<file path="config.mk">
export PLATFORM = sky130hd
export DESIGN_NAME = sample_jitter_pipe
export DESIGN_NICKNAME = d
export VERILOG_FILES = /design/src/rtl/sample_jitter_pipe.sv
export SDC_FILE = /design/constraint.sdc
export NUM_CORES = 2
export LEC_CHECK = 0
export BUFFER_PORTS_ARGS = -buffer_cell sky130_fd_sc_hd__clkbuf_2
export CAP_MARGIN = 20
export CELL_PAD_IN_SITES_DETAIL_PLACEMENT = 2
export CELL_PAD_IN_SITES_GLOBAL_PLACEMENT = 2
export CORE_AREA = 2 2 391 393
export CTS_CLUSTER_DIAMETER = 50
export DETAILED_ROUTE_END_ITERATION = 16
export DIE_AREA = 0 0 393 395
export GPL_ROUTABILITY_DRIVEN = 0
export PLACE_DENSITY = 0.85
export SLEW_MARGIN = 25
export SYNTH_ARGS = -nofsm -noshare
export SYNTH_HDL_FRONTEND = slang
export SYNTH_SLANG_ARGS = --single-unit
</file>
<file path="constraint.sdc">
create_clock -name clk -period 24.1 [get_ports clk]
set_input_delay 0 -clock clk [delete_from_list [all_inputs] [get_ports clk]]
set_output_delay 0 -clock clk [all_outputs]
set_load 0.005 [all_outputs]
</file>
<file path="src/rtl/sample_jitter_pipe.sv">
// sample_jitter_pipe: elastic pipeline applying hashed MSAA jitter to per-lane sample coordinates
module sample_jitter_pipe #(
    parameter int SIGFIG     = 24,
    parameter int RADIX      = 10,
    parameter int LANES      = 4,
    parameter int PIPE_DEPTH = 3,
    parameter int TRI_W      = 216,
    parameter int COL_W      = 72
) (
    input  logic                      clk,
    input  logic                      rst,
    input  logic                      in_valid_i,
    output logic                      in_ready_o,
    input  logic [TRI_W-1:0]          tri_i,
    input  logic [COL_W-1:0]          color_i,
    input  logic [LANES*SIGFIG-1:0]   samp_x_i,
    input  logic [LANES*SIGFIG-1:0]   samp_y_i,
    input  logic [LANES-1:0]          lane_valid_i,
    input  logic [3:0]                subSample_RnnnnU,
    input  logic                      jit_en_i,
    input  logic                      seed_load_i,
    input  logic [2*(RADIX-2)-1:0]    seed_i,
    output logic                      out_valid_o,
    input  logic                      out_ready_i,
    output logic [TRI_W-1:0]          tri_o,
    output logic [COL_W-1:0]          color_o,
    output logic [LANES*SIGFIG-1:0]   samp_x_o,
    output logic [LANES*SIGFIG-1:0]   samp_y_o,
    output logic [LANES-1:0]          lane_valid_o,
    output logic                      mode_err_o
);
    localparam int HOW = RADIX - 2;
    localparam int HIW = 2 * (SIGFIG - 4);
    localparam int LW  = LANES * SIGFIG;
    localparam int DW  = TRI_W + COL_W + 2 * LW + LANES;

    logic [2*HOW-1:0]      seed;
    logic                  onehot;
    logic [1:0]            sh;
    logic [HOW-1:0]        mask;
    logic [LW-1:0]         jx, jy;
    logic [DW-1:0]         din;
    logic [PIPE_DEPTH-1:0] v, rdy;
    logic [DW-1:0]         d [PIPE_DEPTH];

    function automatic logic [HOW-1:0] fold(input logic [HIW-1:0] in);
        logic [HOW-1:0] h;
        h = '0;
        for (int j = 0; j < HIW; j++) h[j % HOW] = h[j % HOW] ^ in[j];
        return h;
    endfunction

    assign onehot = (subSample_RnnnnU != 4'd0) && ((subSample_RnnnnU & (subSample_RnnnnU - 4'd1)) == 4'd0);
    assign sh     = subSample_RnnnnU[3] ? 2'd0 : subSample_RnnnnU[2] ? 2'd1 : subSample_RnnnnU[1] ? 2'd2 : 2'd3;
    assign mask   = (jit_en_i && onehot) ? ({HOW{1'b1}} >> sh) : '0;

    // jitter is resolved at acceptance so mode, enable and seed travel with the beat
    always_comb begin
        logic [SIGFIG-1:0] xl, yl, ex, ey;
        logic [HOW-1:0]    hx, hy;
        jx = '0;
        jy = '0;
        for (int l = 0; l < LANES; l++) begin
            xl = samp_x_i[l*SIGFIG +: SIGFIG];
            yl = samp_y_i[l*SIGFIG +: SIGFIG];
            hx = fold({yl[SIGFIG-1:4], xl[SIGFIG-1:4]}) ^ seed[HOW-1:0];
            hy = fold({xl[SIGFIG-1:4], yl[SIGFIG-1:4]}) ^ seed[2*HOW-1:HOW];
            ex = '0;
            ey = '0;
            ex[HOW+1:0] = {hx & mask, 2'b00};
            ey[HOW+1:0] = {hy & mask, 2'b00};
            jx[l*SIGFIG +: SIGFIG] = xl | ex;
            jy[l*SIGFIG +: SIGFIG] = yl | ey;
        end
    end

    assign din = {tri_i, color_i, jx, jy, lane_valid_i};

    // a stage can take a beat if it or any later stage is empty, or the sink is draining
    always_comb begin
        logic r;
        rdy = '0;
        for (int k = 0; k < PIPE_DEPTH; k++) begin
            r = out_ready_i;
            for (int j = k; j < PIPE_DEPTH; j++) r = r | !v[j];
            rdy[k] = r;
        end
    end

    // stage registers, seed register and sticky mode error
    always_ff @(posedge clk) begin
        if (rst) begin
            v          <= '0;
            seed       <= '0;
            mode_err_o <= 1'b0;
            for (int k = 0; k < PIPE_DEPTH; k++) d[k] <= '0;
        end else begin
            if (seed_load_i) seed <= seed_i;
            if (in_valid_i && rdy[0] && !onehot) mode_err_o <= 1'b1;
            if (rdy[0]) begin
                v[0] <= in_valid_i;
                if (in_valid_i) d[0] <= din;
            end
            for (int k = 1; k < PIPE_DEPTH; k++) begin
                if (rdy[k]) begin
                    v[k] <= v[k-1];
                    if (v[k-1]) d[k] <= d[k-1];
                end
            end
        end
    end

    assign in_ready_o  = rdy[0];
    assign out_valid_o = v[PIPE_DEPTH-1];
    assign {tri_o, color_o, samp_x_o, samp_y_o, lane_valid_o} = d[PIPE_DEPTH-1];
endmodule

</file>
==> metrics.csv <==
metric;value;unit
minimum clock period;5.76;ns
Syn Inst Count;3872;
CP endpoint kind;register;
Crit Path Max Fanout;205;
drc violations;0;
initial core utilization;0.403;
Worst IR Drop VDD;61.0;uV
Worst Hold Class;in -> reg;
Clk pin slew, worst setup/hold paths;0.07;ns
critical path type;reg -> reg;
Final Non-Filler Cells;7202;
Setup TNS Final;0;ns
vias in the first global route;41033;
Inserted Clock Buffers;167;
FF-to-FF path depth;9;
CP Data Required Time;24.66;ns
Die ar.;0.155;mm2
Layout area overhead;24.2;%
final net count;5493;
Root Buffer;clkbuf_16;
Yosys reg bits;1472;
htree depth;4;
Vias;37989;
initial antenna violation count;47;
clk_lat worst skew;0.78;ns
maximum clock rate;0.174;GHz
Placement Cell Area;0.0644;mm2
share of post-route cells with drive strength above 1;0.250;
startpoint types;register;
Final Slew Violations;0;
Die W;393;um
first-pass GRT wire length;355000;um
Placement Setup Slack;18.87;ns
clock sinks;1472;
pwr dens;86.3;mW/mm2
syn_nets;4382;
design area;0.0757;mm2
die height;395;um
Final Skew;0.0455;ns
grt total ovfl;0;
Clock Tree Buf Depth;3;
Rel. slew slack;0.225;
Fillers;13910;
DRT Wirelength;273000;um
RSZ-0062 raised after global routing;false;
Leak;31.2;nW
Top Ports;997;
Seq. cell area;0.0440;mm2
Synth Cell Area;0.0610;mm2
Setup WS post-layout;18.34;ns
sequential fraction of the synthesis area;0.722;
# resized after CTS;0;
endpoints failing setup;0;
Avg Vias per Cell;5.27;
mean routed wirelength per cell;37.9;um
Core Area;0.151;mm2
multi-input logic area;0.0125;mm2
post-synthesis area per instance;15.7;um2
total of max-cap violations;0;
dpl hpwl;143000;um
dpl cells;6267;
port bufs;996;
drt pass-1 iters;7;
antenna-violating nets left;0;
pin count of the biggest net entering global routing;348;
Placement Rows;143;
period utilization;0.239;
Critical Path AT;6.32;ns
CTS tree;done;
final hold violation count;0;
Slew @ Worst Pin;1.16;ns
synth unique cells;30;
total track usage;0.334;
Ys Warns;0;
Hold Path Depth;3;
DR iter-0 viols;3921;
status;completed;
==> critical path: stages (launching register included) <==
cell	delay, ns
dfxtp_1	0.42
nand2_1	0.12
o21ai_0	0.22
a21oi_4	0.74
buf_4	0.82
buf_4	0.85
buf_4	0.74
buf_12	0.49
buf_16	0.48
and2_1	0.37
==> flip-flops by register name, summed over array words and instances (netlist names) <==
name        count
d            1452
mode_err_o      1
seed           16
v               3
==> cells in the final DEF, fill, tap and decap left out, drive strengths merged <==
cell	netlist	final
edfxtp	1452	1452
and2	1388	1388
clkbuf	145	1196
dlygate4sd3	0	574
nor2	85	85
clkinv	0	73
xnor2	65	65
xnor3	64	64
diode	0	57
a31oi	40	40
xor3	32	32
buf	515	32
a21oi	27	27
dfxtp	20	20
mux2i	16	16
bufinv	0	14
inv	2	12
clkinvlp	0	4
nand2	3	3
nand2b	3	3
o21ai	2	2
xor2	2	2
or4b	2	2
a21o	2	2
nor2b	1	1
nand4b	1	1
and4b	1	1
and3	1	1
o2111a	1	1
o311ai	1	1
o21ba	1	1
==> final cells by class <==
class,instances,share of cell area
Sequential cell,1472,0.581
Multi-Input combinational cell,1738,0.166
Timing Repair Buffer,1602,0.147
Clock buffer,200,0.0577
Tap cell,2030,0.0335
Clock inverter,101,0.0137
Antenna cell,57,0.00188
Inverter,2,0.0000991
==> stage by stage <==
stage          power [mW]  hold WS (ns)  utilization
2_1_floorplan        3.51         0.129            -
3_3_place_gp         3.59         0.238        0.426
3_5_place_dp         3.67         0.251        0.426
4_1_cts              6.33      0.000534        0.499
5_1_grt              6.65        0.0329        0.501
6_report             6.53        0.0415        0.501
==> per-layer routing <==
metal,part of all wire,GRT usage,up-vias,routed length [um]
met2,0.51,0.589,2478,139000
met4,0.073,0.197,20,19800
met3,0.081,0.0840,807,22200
li1,-,-,15148,-
met5,0.00047,0,-,129
met1,0.34,0.359,19536,92000
==> what timing repair did <==
action	in CTS	in global routing
setup buffers	0	0
hold buffers	574	0
hold endpoints to repair	504	0
==> cells in the mapped netlist (all sizes together) <==
| cell type | instances | share of area |
|---|---|---|
| nand4b | 1 | 0.00014 |
| nand2b | 3 | 0.00043 |
| and3 | 1 | 0.00010 |
| a31oi | 40 | 0.0041 |
| dfxtp | 20 | 0.0066 |
| o21ai | 2 | 0.00016 |
| nor2 | 85 | 0.0052 |
| edfxtp | 1452 | 0.72 |
| xor3 | 32 | 0.012 |
| a21oi | 27 | 0.0022 |
| o2111a | 1 | 0.00018 |
| clkbuf | 145 | 0.0098 |
| xor2 | 2 | 0.00029 |
| mux2i | 16 | 0.0026 |
| o311ai | 1 | 0.00027 |
| and2 | 1388 | 0.14 |
| inv | 2 | 0.00012 |
| o21ba | 1 | 0.00016 |
| nand2 | 3 | 0.00018 |
| or4b | 2 | 0.00033 |
| buf | 515 | 0.063 |
| xnor3 | 64 | 0.024 |
| nor2b | 1 | 0.00010 |
| xnor2 | 65 | 0.0093 |
| and4b | 1 | 0.00018 |
| a21o | 2 | 0.00025 |
==> final timing paths <==
| check | from | to | slack [ns] |
|---|---|---|---|
| setup / recovery | v[1] | d[0][1293] | 18.34 |
| hold / removal | tri_i[197] | d[0][465] | 0.04 |
| setup reg to reg | v[1] | d[0][1293] | 18.34 |
| hold reg to reg | d[0][2] | d[0][486] | 0.51 |
==> kinds of logic after synthesis <==
group	count (synthesis)	share of synthesized area
AO/OA/AOI/OAI	74	0.00735
flip-flops	1472	0.722
AND/OR/NAND/NOR	1485	0.149
XOR/XNOR	163	0.0458
multiplexers	16	0.00263
buffers and inverters	662	0.0733
==> report_power, final <==
part	internal, mW	switching (mW)	total, mW
Combinational	0.258	0.377	0.636
Sequential	3.04	0.130	3.17
Clock	1.46	1.27	2.73
Note: power is estimated with default switching activity, not from simulation.
